## src/rtl/adxl362_spi_sequencer.sv

```systemverilog
// Wishbone master that drives a simple_spi core to configure an ADXL362 and
// burst-read X/Y/Z, either on request or from a free-running sample timer.
module adxl362_spi_sequencer #(
  parameter logic [7:0]  SPCR_VAL   = 8'h50,
  parameter logic [7:0]  SPER_VAL   = 8'h00,
  parameter int unsigned SAMPLE_DIV = 100000,
  parameter int unsigned CS_GUARD   = 4,
  parameter int unsigned POLL_LIMIT = 1024
) (
  input  logic        clk_i,
  input  logic        rst_i,
  input  logic        enable_i,
  input  logic        start_i,
  output logic [1:0]  wb_adr_o,
  output logic [7:0]  wb_dat_o,
  input  logic [7:0]  wb_dat_i,
  output logic        wb_we_o,
  output logic        wb_cyc_o,
  output logic        wb_stb_o,
  input  logic        wb_ack_i,
  output logic        ncs_o,
  output logic [15:0] x_o,
  output logic [15:0] y_o,
  output logic [15:0] z_o,
  output logic        valid_o,
  output logic        busy_o,
  output logic        init_done_o,
  output logic        err_o
);

  localparam int TW = (SAMPLE_DIV > 1) ? $clog2(SAMPLE_DIV) : 1;
  localparam int GW = (CS_GUARD > 1) ? $clog2(CS_GUARD) : 1;
  localparam int PW = $clog2(POLL_LIMIT + 1);

  localparam logic [1:0] ADR_SPCR = 2'd0;
  localparam logic [1:0] ADR_SPSR = 2'd1;
  localparam logic [1:0] ADR_SPDR = 2'd2;
  localparam logic [1:0] ADR_SPER = 2'd3;

  typedef enum logic [3:0] {
    INIT_SPCR, INIT_SPER, INIT_CS, SAMPLE_CS, BYTE_WR, POLL, BYTE_RD,
    CS_HOLD, DONE, IDLE
  } state_t;

  state_t        state_q, state_d;
  logic          cyc_q, cyc_d;
  logic          we_q, we_d;
  logic [1:0]    adr_q, adr_d;
  logic [7:0]    dat_q, dat_d;
  logic          ncs_q, ncs_d;
  logic [GW-1:0] guard_q, guard_d;
  logic [PW-1:0] poll_q, poll_d;
  logic [2:0]    byte_q, byte_d;
  logic          init_mode_q, init_mode_d;
  logic [47:0]   rx_q, rx_d;
  logic [15:0]   x_q, x_d, y_q, y_d, z_q, z_d;
  logic          valid_q, valid_d;
  logic          busy_q, busy_d;
  logic          init_done_q, init_done_d;
  logic          err_q, err_d;
  logic [TW-1:0] timer_q, timer_d;
  logic          pend_q, pend_d;

  logic [7:0] tx_byte;
  logic       last_byte;
  logic       guard_done;
  logic       poll_hit;
  logic       tick;

  // Init transfer writes POWER_CTL=measure; sample transfer is a burst read from XDATA_L.
  always_comb begin
    tx_byte = 8'h00;
    if (init_mode_q) begin
      case (byte_q)
        3'd0:    tx_byte = 8'h0A;
        3'd1:    tx_byte = 8'h2D;
        default: tx_byte = 8'h02;
      endcase
    end else begin
      case (byte_q)
        3'd0:    tx_byte = 8'h0B;
        3'd1:    tx_byte = 8'h0E;
        default: tx_byte = 8'h00;
      endcase
    end
  end

  assign last_byte  = init_mode_q ? (byte_q == 3'd2) : (byte_q == 3'd7);
  assign guard_done = (32'(guard_q) + 32'd1 >= CS_GUARD);
  assign poll_hit   = (32'(poll_q) + 32'd1 >= POLL_LIMIT);
  assign tick       = enable_i && init_done_q && (SAMPLE_DIV != 0) &&
                      (32'(timer_q) == SAMPLE_DIV - 1);

  always_comb begin
    state_d     = state_q;
    cyc_d       = cyc_q;
    we_d        = we_q;
    adr_d       = adr_q;
    dat_d       = dat_q;
    ncs_d       = ncs_q;
    guard_d     = guard_q;
    poll_d      = poll_q;
    byte_d      = byte_q;
    init_mode_d = init_mode_q;
    rx_d        = rx_q;
    x_d         = x_q;
    y_d         = y_q;
    z_d         = z_q;
    valid_d     = 1'b0;
    init_done_d = init_done_q;
    err_d       = err_q;
    timer_d     = timer_q;
    pend_d      = pend_q;

    if (!enable_i) begin
      timer_d = '0;
      pend_d  = 1'b0;
    end else if (init_done_q && (SAMPLE_DIV != 0)) begin
      timer_d = tick ? '0 : timer_q + TW'(1);
      if (tick) pend_d = 1'b1;
    end

    // Every access state: raise cyc when idle, hold everything until ack, then drop.
    case (state_q)
      INIT_SPCR: begin
        if (!cyc_q) begin
          cyc_d = 1'b1; we_d = 1'b1; adr_d = ADR_SPCR; dat_d = SPCR_VAL;
        end else if (wb_ack_i) begin
          cyc_d = 1'b0; we_d = 1'b0; state_d = INIT_SPER;
        end
      end
      INIT_SPER: begin
        if (!cyc_q) begin
          cyc_d = 1'b1; we_d = 1'b1; adr_d = ADR_SPER; dat_d = SPER_VAL;
        end else if (wb_ack_i) begin
          cyc_d = 1'b0; we_d = 1'b0; ncs_d = 1'b0; guard_d = '0;
          byte_d = '0; init_mode_d = 1'b1; state_d = INIT_CS;
        end
      end
      INIT_CS, SAMPLE_CS: begin
        if (guard_done) begin
          guard_d = '0; state_d = BYTE_WR;
        end else begin
          guard_d = guard_q + GW'(1);
        end
      end
      BYTE_WR: begin
        if (!cyc_q) begin
          cyc_d = 1'b1; we_d = 1'b1; adr_d = ADR_SPDR; dat_d = tx_byte;
        end else if (wb_ack_i) begin
          cyc_d = 1'b0; we_d = 1'b0; poll_d = '0; state_d = POLL;
        end
      end
      POLL: begin
        if (!cyc_q) begin
          cyc_d = 1'b1; we_d = 1'b0; adr_d = ADR_SPSR;
        end else if (wb_ack_i) begin
          cyc_d  = 1'b0;
          poll_d = poll_q + PW'(1);
          if (!wb_dat_i[0]) begin
            state_d = BYTE_RD;
          end else if (poll_hit) begin
            err_d   = 1'b1;
            ncs_d   = 1'b1;
            state_d = init_mode_q ? INIT_SPCR : IDLE;
          end
        end
      end
      BYTE_RD: begin
        if (!cyc_q) begin
          cyc_d = 1'b1; we_d = 1'b0; adr_d = ADR_SPDR;
        end else if (wb_ack_i) begin
          cyc_d = 1'b0;
          // Data bytes shift in from the top so rx_q ends as {ZH,ZL,YH,YL,XH,XL}.
          if (!init_mode_q && (byte_q >= 3'd2)) rx_d = {wb_dat_i, rx_q[47:8]};
          if (last_byte) begin
            guard_d = '0; state_d = CS_HOLD;
          end else begin
            byte_d = byte_q + 3'd1; state_d = BYTE_WR;
          end
        end
      end
      CS_HOLD: begin
        if (guard_done) begin
          guard_d = '0;
          ncs_d   = 1'b1;
          if (init_mode_q) begin
            init_done_d = 1'b1; init_mode_d = 1'b0; state_d = IDLE;
          end else begin
            state_d = DONE;
          end
        end else begin
          guard_d = guard_q + GW'(1);
        end
      end
      DONE: begin
        x_d     = rx_q[15:0];
        y_d     = rx_q[31:16];
        z_d     = rx_q[47:32];
        valid_d = 1'b1;
        err_d   = 1'b0;
        state_d = IDLE;
      end
      IDLE: begin
        // Entry clears pending after the timer update, so a tick coinciding with start_i yields one sample.
        if (enable_i && (start_i || pend_q)) begin
          ncs_d = 1'b0; guard_d = '0; byte_d = '0; init_mode_d = 1'b0;
          pend_d = 1'b0; state_d = SAMPLE_CS;
        end
      end
      default: state_d = INIT_SPCR;
    endcase

    busy_d = (state_d != IDLE);
  end

  always_ff @(posedge clk_i) begin
    if (!rst_i) begin
      state_q     <= INIT_SPCR;
      cyc_q       <= 1'b0;
      we_q        <= 1'b0;
      adr_q       <= '0;
      dat_q       <= '0;
      ncs_q       <= 1'b1;
      guard_q     <= '0;
      poll_q      <= '0;
      byte_q      <= '0;
      init_mode_q <= 1'b0;
      rx_q        <= '0;
      x_q         <= '0;
      y_q         <= '0;
      z_q         <= '0;
      valid_q     <= 1'b0;
      busy_q      <= 1'b0;
      init_done_q <= 1'b0;
      err_q       <= 1'b0;
      timer_q     <= '0;
      pend_q      <= 1'b0;
    end else begin
      state_q     <= state_d;
      cyc_q       <= cyc_d;
      we_q        <= we_d;
      adr_q       <= adr_d;
      dat_q       <= dat_d;
      ncs_q       <= ncs_d;
      guard_q     <= guard_d;
      poll_q      <= poll_d;
      byte_q      <= byte_d;
      init_mode_q <= init_mode_d;
      rx_q        <= rx_d;
      x_q         <= x_d;
      y_q         <= y_d;
      z_q         <= z_d;
      valid_q     <= valid_d;
      busy_q      <= busy_d;
      init_done_q <= init_done_d;
      err_q       <= err_d;
      timer_q     <= timer_d;
      pend_q      <= pend_d;
    end
  end

  assign wb_cyc_o    = cyc_q;
  assign wb_stb_o    = cyc_q;
  assign wb_we_o     = we_q;
  assign wb_adr_o    = adr_q;
  assign wb_dat_o    = dat_q;
  assign ncs_o       = ncs_q;
  assign x_o         = x_q;
  assign y_o         = y_q;
  assign z_o         = z_q;
  assign valid_o     = valid_q;
  assign busy_o      = busy_q;
  assign init_done_o = init_done_q;
  assign err_o       = err_q;

endmodule

```

## config.mk

```make
export PLATFORM = sky130hd
export DESIGN_NAME = adxl362_spi_sequencer
export DESIGN_NICKNAME = d
export VERILOG_FILES = /design/src/rtl/adxl362_spi_sequencer.sv
export SDC_FILE = /design/constraint.sdc
export NUM_CORES = 1
export LEC_CHECK = 0
export ABC_AREA = 1
export CAP_MARGIN = 20
export CORE_ASPECT_RATIO = 1.25
export CORE_MARGIN = 1.5
export CORE_UTILIZATION = 45
export CTS_CLUSTER_SIZE = 25
export DETAILED_ROUTE_END_ITERATION = 10
export PLACE_DENSITY_LB_ADDON = 0.1
export SETUP_SLACK_MARGIN = 0.5
export SYNTH_ARGS = -nofsm -noshare
export SYNTH_HDL_FRONTEND = slang
export SYNTH_SLANG_ARGS = --single-unit
```

## constraint.sdc

```tcl
create_clock -name clk_i -period 2.5 [get_ports clk_i]
set_input_delay 0.5 -clock clk_i [delete_from_list [all_inputs] [get_ports clk_i]]
set_output_delay 0.5 -clock clk_i [all_outputs]
set_load 0.005 [all_outputs]
```

==> run metrics, run 1 <==
critical-path cell list=clkdlybuf4s50_1; Worst setup SP type=register; Design Power=0.00553 W; Port-buffer cells=77; Top Family by Delay on Critical Path=buffers and inverters; core region area=13,200 sq um; fmax=541 MHz; initial antenna violation count=0; maximum vdd drop=0.470 mV; drt first pass iters=5; Post-Syn Instances=820; Power Internal=0.00441 W; r2r setup slk=0.67 ns; CTS tree=yes; worst r2r src=state_q[1]; CTS Sinks=150; Gate power share=3.0%; min-delay src=pend_q; maximum clock path buffer count=2; Die Area=14,300 sq um; Synth cell types=43; Slew HR=52.1%; syn_area_per_cell=7.46 sq um; most common cell in the netlist=nor2_1; sequential power share=43.7%; WL per Instance=13.6 um; IO Pins=79; Synth Register Bits=150; Final setup viols=0; leakage power=3.34 nW; row cnt=47; first-pass GRT wire length=24,600 um; Hold Violations, Final=0; Endpoint, Worst Hold=pend_q; DR vias/cell=5.07; Yosys warning count=0; Synth Net Count=841; max incr delay on CP=0.53 ns; routed vias=5,410; placer congestion estimate=0.844; status=complete, no violations; sequential fraction of the synthesis area=49.1%; crit path max fanout=2; setup TNS=0 ns; most common flop cell mapped by yosys=dfxtp_1; Final Cycle Share=74.0%; CTS Buf Count=17; r2r endpoint=busy_o; Setup crit end kind=output pin; CP max stage cell=clkdlybuf4s50_1; critical path class=reg2out; skew final=0.0182 ns; Nets=905; ant diodes=0; Async SR Flop Fraction=0%; share of the synthesized area in the top cell type=49.1%; GRT overflow=0; initial core utilization=46.2%; Pins Over Slew Limit=0; Synth Cell Area=6110 sq um; Hold Crit Depth=2; final worst setup slack=0.651 ns; Worst R2R Path Depth=9; Hold Crit Class=reg2reg; Post-DRT Antenna Nets=0; Critical Path RT=2.00 ns; RSZ-0062 raised after global routing=false; DRT iter0 DRCs=212; clk slew on worst S/H paths=0.06 ns; drt drc=0; Syn-to-layout area delta=25.2%; Total GRT Usage=21.4%; Root Driver=clkbuf_16; worst path buffer plus inverter count=1; number of global-route vias before repair=5,245; minimum period implied by the final worst setup slack=1.85 ns; fraction of layout cells with a size suffix above 1=7.25%; final wirelength=14,500 um; P_sw=0.00112 W; Clock power frac=53.2%; top cells by area, synth=dfxtp_1, nor2_1, o21ai_0, nand2_1, inv_1; Finished Core Util=57.9%; Die Ht=133 um; largest net degree at the start of global routing=99; Net Sw Frac=20.3%; pwr dens=723 nW/um^2; Worst-Margin Slew=0.717 ns; clk_lat worst skew=0.43 ns; Max Cap Viol=0; EDFF count, synth=0; dpl ws=0.282 ns; Die W=107 um; DP HPWL=9640 um; Synth top cells by count=nor2_1, dfxtp_1, o21ai_0; critical path arrival=1.35 ns; dominant cell type by area after synthesis=dfxtp_1; H-tree lvl count=4
[layout by cell type, fill, tap and decap left out, drive strengths merged, types with 7 or more instances in the layout]
cell | synthesis | routed
nor2 | 253 | 253
dfxtp | 150 | 150
o21ai | 113 | 113
nand2 | 89 | 89
clkdlybuf4s50 | 0 | 76
inv | 50 | 51
a21oi | 30 | 30
nand3 | 29 | 29
clkbuf | 24 | 22
nor3 | 16 | 16
ha | 8 | 8
buf | 15 | 8
nand4 | 7 | 7
[final cells by class]
cell class	count	area (sq um)
well taps	171	214
fillers	1251	5580
clock inverters	10	215
flip-flops and latches	150	3010
clock buffers	22	464
multi-input cells	581	2730
repair buffers	84	835
inverters	50	190
[power by group through the flow]
stage               logic [W]  clock network [W]  registers [W]
global placement     0.000167                  0        0.00247
CTS                  0.000169            0.00300        0.00242
detailed placement   0.000167                  0        0.00247
floorplan           0.0000973                  0        0.00247
finish               0.000168            0.00294        0.00242
global route         0.000188            0.00308        0.00242
[metal layers]
metal / part of all wire [%] / wire length [um] / global-route usage (%)
met1: 45 / 6450 / 26.1
met2: 51 / 7330 / 36.8
met3: 2.8 / 400 / 5.28
met4: 2.0 / 293 / 7.04
met5: 0 / 0 / 0
[worst max-delay path by stage]
stage | end | cells after the start | startpoint
6_report | x_o[15] | 1 | x_o[15]
2_1_floorplan | timer_q[14] | 10 | timer_q[0]
3_3_place_gp | poll_q[4] | 7 | wb_ack_i
3_5_place_dp | poll_q[4] | 7 | wb_ack_i
4_1_cts | wb_stb_o | 1 | wb_cyc_o
5_1_grt | busy_o | 9 | state_q[1]
[worst min-delay path: cells and delay by family (launching register included)]
kind,cells,cell delay (ns)
flops,1,0.30
compound gates,1,0.05
buf+inv,1,0.04
[flip-flops by register name, summed over array words and instances (netlist names), 3 cells and up]
name	count
rx_q	48
timer_q	17
x_o	16
y_o	16
z_o	16
poll_q	11
wb_dat_o	6
state_q	4
byte_q	3
[what timing repair did]
action / CTS / global route
setup buffers: 0 / 1
setup endpoints to repair: 0 / 52
endpoints found under the hold margin: 0 / 0
hold buffers: 0 / 0
gates resized for setup: 0 / 8
[through the flow]
| stage | hold WS [ns] | instances | area [sq um] |
|---|---|---|---|
| floorplan | 0.422 | 820 | 6110 |
| global placement | 0.435 | 1035 | 6950 |
| detailed placement | 0.433 | 1035 | 6950 |
| CTS | 0.441 | 1067 | 7630 |
| global route | 0.461 | 1068 | 7650 |
| finish | 0.439 | 1068 | 7650 |
[kinds of logic (layout without fill, tap and decap cells)]
family	after synthesis	after routing	share of synthesized area [%]
flip-flops	150	150	49.1
buffers and inverters	89	166	6.41
AO/OA/AOI/OAI	158	158	13.5
XOR/XNOR	8	8	1.15
adder cells (fa/ha/maj)	8	8	1.64
AND/OR/NAND/NOR	406	406	28.1
other	1	1	0.0613
Power figures use the tool's default switching activity.
==> run 2: changes to the inputs <==
==> constraint.sdc (replaced) <==
create_clock -name clk_i -period 1.8 [get_ports clk_i]
set_input_delay 0.36 -clock clk_i [delete_from_list [all_inputs] [get_ports clk_i]]
set_output_delay 0.36 -clock clk_i [all_outputs]
set_load 0.005 [all_outputs]
==> run 2 against run 1 <==
Net effect: die area did not move; worst setup slack got worse by 0.53 ns; critical path type is now reg2reg; highest routed layer unchanged; register-to-register slack got worse by 0.55 ns; largest power group unchanged; sequential share of layout area is 7.0 points lower.
==> run metrics, run 2 (synthesized netlist as in run 1, its figures left out) <==
row cnt=47 (unchanged); Post-DRT Antenna Nets=0 (unchanged); Net Sw Frac=23.2% (+3.0 points); critical path class=reg2reg; max FFs per register=48 (unchanged); CTS Sinks=150 (unchanged); placer congestion estimate=0.840 (-0.46%); Setup crit end kind=register; Clock power frac=48.3% (-4.9 points); IO Pins=79 (unchanged); routed vias=6,221 (+15%); Worst setup SP type=register; WL per Instance=17.5 um (+29%); final wirelength=20,600 um (+42%); Endpoint, Worst Hold=x_o[7]; maximum vdd drop=0.510 mV (+8.4%); critical-path cell list=inv_4, buf_4, nand3_4, nor2_4, buf_8, buf_4, buf_6, buf_16, o21ai_0, nor2_1; Slew HR=61.1% (+8.9 points); skew final=0.00819 ns (-0.0101 ns); Reg with most FFs=rx_q; dpl ws=-0.197 ns (-0.478 ns); initial core utilization=46.2% (unchanged); Gate power share=5.1% (+2.1 points); Regs by FF count=rx_q: 48 flops, timer_q: 17 flops; ant diodes=0 (unchanged); commonest non-fill, non-tap cell in the layout=nor2_1; Hold Violations, Final=0 (unchanged); CP max stage cell=dfxtp_4; DR vias/cell=5.27 (+4.1%); max incr delay on CP=0.37 ns (-0.16 ns); minimum period implied by the final worst setup slack=1.68 ns; sequential power share=46.6% (+2.9 points); DP HPWL=10,200 um (+6.0%); pwr dens=742 nW/um^2 (+2.6%); r2r endpoint=y_o[8]; Critical Path RT=2.11 ns (+0.11 ns); Die Area=14,300 sq um (unchanged); critical path arrival=1.99 ns (+0.64 ns); Hold Crit Class=in2reg; Max Cap Viol=0 (unchanged); status=complete, no violations; Die Ht=133 um (unchanged); crit path max fanout=6 (+4); placed cell count=1,053 (+1.7%); fraction of layout cells with a size suffix above 1=47.7% (+40 points); Die W=107 um (unchanged); DRT iter0 DRCs=277 (+31%); Nets=1,018 (+12%); initial antenna violation count=0 (unchanged); drt first pass iters=5 (unchanged); Port-buffer cells=77 (unchanged); r2r setup slk=0.12 ns (-0.55 ns); Total GRT Usage=27.8% (+6.3 points); fmax=594 MHz; CTS Buf Count=17 (unchanged); GRT overflow=0 (unchanged); Hold Crit Depth=4 (+2); RSZ-0062 raised after global routing=true; Worst R2R Path Depth=10 (+1); H-tree lvl count=4 (unchanged); Root Driver=clkbuf_16; drt drc=0 (unchanged); first-pass GRT wire length=30,600 um (+25%); maximum clock path buffer count=2 (unchanged); Final Cycle Share=93.5%; final worst setup slack=0.118 ns (-0.533 ns); leakage power=4.38 nW (+31%); min-delay src=rst_i; most used cell, CP=buf_4; Syn-to-layout area delta=58.3%; number of global-route vias before repair=5,973 (+14%); Power Internal=0.00551 W (+25%); fin cells=1,180 (+10%); P_sw=0.00167 W (+49%); largest net degree at the start of global routing=56 (-43%); Fillers=985 (-21%); core region area=13,200 sq um (unchanged); hold bufs inserted after CTS=0 (unchanged); Pins Over Slew Limit=0 (unchanged); Worst-Margin Slew=0.584 ns (-0.133 ns); Final setup viols=0 (unchanged); CTS tree=yes; worst r2r src=state_q[2]; clk slew on worst S/H paths=0.06 ns (about the same); clk_lat worst skew=0.43 ns (about the same); commonest non-fill, non-tap cells in the layout=nor2_1, dfxtp_1, dfxtp_2
## run 2: cell types whose count changed in the layout (fill, tap and decap cells not counted), sizes merged
cell | previous run | this run
buf | 8 | 179
bufinv | 6 | 1
clkdlybuf4s50 | 76 | 10
clkinvlp | 0 | 5
dlygate4sd2 | 0 | 1
inv | 51 | 53
clkbuf | 22 | 28
clkinv | 3 | 1
## run 2: per-layer routing
layer  GRT usage [%]  up-vias  wire [um]
met5               0        -          0
met3            5.19       63        710
met4            10.4        0        758
li1                -     3034          -
met1            31.4     2944       8020
met2            51.0      180      11100
## run 2: through the flow
step	power (W)	setup TNS, ns	instance area [sq um]	hold WS (ns)	util [%]
after global routing	0.00738	0	9680	0.456	73.2
after CTS	0.00717	0	9010	0.389	68.1
after global placement	0.00370	-5.12	7290	0.429	55.1
after floorplan	0.00357	0	6280	0.422	-
final	0.00718	0	9680	0.444	73.2
after detailed placement	0.00370	-6.31	7290	0.448	55.1
## run 2: area by class of cell
class | instances | area (sq um) | area share, %
Inverter | 50 | 234 | 2.42
Timing Repair Buffer | 196 | 2010 | 20.7
Clock buffer | 22 | 475 | 4.91
Sequential cell | 150 | 3120 | 32.2
Clock inverter | 9 | 93.8 | 0.969
Tap cell | 171 | 214 | 2.21
Multi-Input combinational cell | 581 | 3520 | 36.4
Timing Repair inverter | 1 | 11.3 | 0.116
## run 2: worst max-delay path by stage
| stage | start | to | depth (start not counted) |
|---|---|---|---|
| after CTS | state_q[2] | rx_q[7] | 10 |
| after detailed placement | enable_i | byte_q[1] | 9 |
| final | state_q[2] | y_o[8] | 10 |
| after global routing | state_q[2] | y_o[8] | 10 |
| after floorplan | state_q[2] | rx_q[39] | 11 |
| after global placement | enable_i | byte_q[1] | 9 |
## run 2: worst max-delay path, delay by kind of cell (launching register included)
family                 cells  cell delay, ns
and+or+nand+nor            3            0.24
buffers and inverters      6            0.68
AOI/OAI and AO/OA          1            0.26
DFF                        1            0.37
## run 2: power by group through the flow
stage	logic, W	registers, W	clock network, W
finish	0.000368	0.00335	0.00347
global route	0.000395	0.00335	0.00364
CTS	0.000334	0.00335	0.00349
detailed placement	0.000267	0.00344	0
global placement	0.000263	0.00343	0
floorplan	0.000142	0.00343	0
## run 2: timing repair
action,CTS,global route
cloned,14,7
resized for setup,532,134
setup buffers,55,20
pin swaps,54,72
endpoints found under the setup margin,205,149
==> run 3: changes to the inputs <==
--- a/config.mk
+++ b/config.mk
@@ -14,6 +14,7 @@
 export DETAILED_ROUTE_END_ITERATION = 10
 export PLACE_DENSITY_LB_ADDON = 0.1
 export SETUP_SLACK_MARGIN = 0.5
+export SKIP_CTS_REPAIR_TIMING = 1
 export SYNTH_ARGS = -nofsm -noshare
 export SYNTH_HDL_FRONTEND = slang
 export SYNTH_SLANG_ARGS = --single-unit
==> run 3 against run 2 <==
Net effect: via count shrank 8.1%; combinational power shrank 14%; die area is the same; final cell count shrank 5.3%; critical path depth grew 1; cell area shrank 9.8%; sequential power is essentially flat; largest cell class unchanged; highest routed layer unchanged.
==> run metrics, run 3 (synthesized netlist as in run 1, its figures left out) <==
critical path class=reg2reg; fin cells=1,118 (-5.3%); Max Cap Viol=0 (unchanged); row cnt=47 (unchanged); max FFs per register=48 (unchanged); CTS Buf Count=17 (unchanged); Root Driver=clkbuf_16; Nets=956 (-6.1%); initial antenna violation count=0 (unchanged); leakage power=4.81 nW (+9.8%); maximum vdd drop=0.614 mV (+20%); ant diodes=0 (unchanged); Hold Violations, Final=0 (unchanged); WL per Instance=14.7 um (-16%); placer congestion estimate=0.840 (unchanged); Fillers=1,163 (+18%); status=complete, no violations; pwr dens=813 nW/um^2 (+9.5%); Port-buffer cells=77 (unchanged); Die Ht=133 um (unchanged); initial core utilization=46.2% (unchanged); drt drc=0 (unchanged); clk_lat worst skew=0.43 ns (about the same); worst r2r src=state_q[2]; r2r setup slk=0.08 ns (-0.04 ns); commonest non-fill, non-tap cell in the layout=nor2_1; number of global-route vias before repair=5,225 (-13%); commonest non-fill, non-tap cells in the layout=nor2_1, dfxtp_1, o21ai_0; Critical Path RT=2.12 ns (about the same); final worst setup slack=0.0792 ns (-0.0384 ns); Reg with most FFs=rx_q; critical path arrival=2.04 ns (+0.05 ns); routed vias=5,717 (-8.1%); clk slew on worst S/H paths=0.06 ns (about the same); dpl ws=-0.197 ns (unchanged); placed cell count=1,053 (unchanged); Post-DRT Antenna Nets=0 (unchanged); Die Area=14,300 sq um (unchanged); fraction of layout cells with a size suffix above 1=24.4% (-23 points); H-tree lvl count=4 (unchanged); r2r endpoint=rx_q[28]; Setup crit end kind=register; IO Pins=79 (unchanged); Final setup viols=0 (unchanged); CTS Sinks=150 (unchanged); DP HPWL=10,200 um (unchanged); DR vias/cell=5.11 (-3.0%); min-delay src=rst_i; setup TNS=0 ns (unchanged); fmax=581 MHz (-2.2%); Hold Crit Class=in2reg; RSZ-0062 raised after global routing=true; Worst setup SP type=register; minimum period implied by the final worst setup slack=1.72 ns (+0.0384 ns); maximum clock path buffer count=2 (unchanged); Final Cycle Share=95.6% (+2.1 points); Pins Over Slew Limit=0 (unchanged); Regs by FF count=rx_q: 48 flops, timer_q: 17 flops; Endpoint, Worst Hold=pend_q; DRT iter0 DRCs=251 (-9.4%); core region area=13,200 sq um (unchanged); area post-placement=7290 sq um (unchanged); drt first pass iters=4 (-1); skew final=0.0117 ns (+0.00355 ns); final wirelength=16,400 um (-20%); crit path max fanout=6 (unchanged); first-pass GRT wire length=25,200 um (-18%); Hold Crit Depth=5 (+1); largest net degree at the start of global routing=56 (unchanged); Worst R2R Path Depth=11 (+1); CTS tree=yes; Die W=107 um (unchanged); Total GRT Usage=22.3% (-5.5 points); Layout Cell Area excl Fill=8730 sq um (-9.8%); Syn-to-layout area delta=42.9%; GRT overflow=0 (unchanged); Design Power=0.00710 W (-1.2%)
[run 3: cell count changes in the layout (fill, tap and decap cells not counted), sizes merged]
cell / delta
buf: -122
clkbuf: +1
dlygate4sd2: -1
dlymetal6s2s: +61
inv: -1
[run 3: critical path, cell delays in order, from the launching register on]
cell and delay [ns]:
dfxtp_4 0.37, inv_4 0.05, nor2_4 0.13, nand2_4 0.10, nor2_8 0.17, inv_4 0.06
nor3_4 0.18, buf_6 0.17, inv_6 0.07, clkbuf_16 0.17, nor2_2 0.09, nor2_1 0.05
[run 3: metrics by stage]
stage               hold WS (ns)  util (%)
detailed placement         0.448      55.1
CTS                        0.378      59.4
global route               0.425      66.0
finish                     0.383      66.0
global placement           0.429      55.1
floorplan                  0.422         -
[run 3: layout make-up]
cell class	count	area [sq um]	share of cell area [%]
flip-flops and latches	150	3050	35.0
multi-input cells	581	3170	36.3
clock inverters	9	93.8	1.07
repair buffers	135	1520	17.3
clock buffers	22	475	5.44
well taps	171	214	2.45
inverters	50	213	2.44
[run 3: report_power, final]
group	leakage [nW]	switching (W)	internal (W)
clock	0.261	0.00141	0.00202
combinational	3.33	0.000175	0.000143
sequential	1.22	0.0000188	0.00333
total	4.81	0.00160	0.00550
[run 3: how the worst max path moves through the flow]
stage	end	start	depth (start not counted)	slack, ns
after floorplan	rx_q[39]	state_q[2]	11	0.32
after global placement	byte_q[1]	enable_i	9	-0.16
after detailed placement	byte_q[1]	enable_i	9	-0.20
after CTS	init_done_o	init_done_o	2	0.01
after global routing	rx_q[40]	state_q[2]	11	0.03
final	rx_q[28]	state_q[2]	11	0.08
[run 3: per-layer routing]
metal / part of all wire [%] / vias up / GRT usage, %
li1: - / 2887 / -
met1: 41 / 2685 / 26.4
met2: 54 / 124 / 39.1
met5: 0 / - / 0
met4: 1.6 / 0 / 7.33
met3: 3.8 / 21 / 5.23
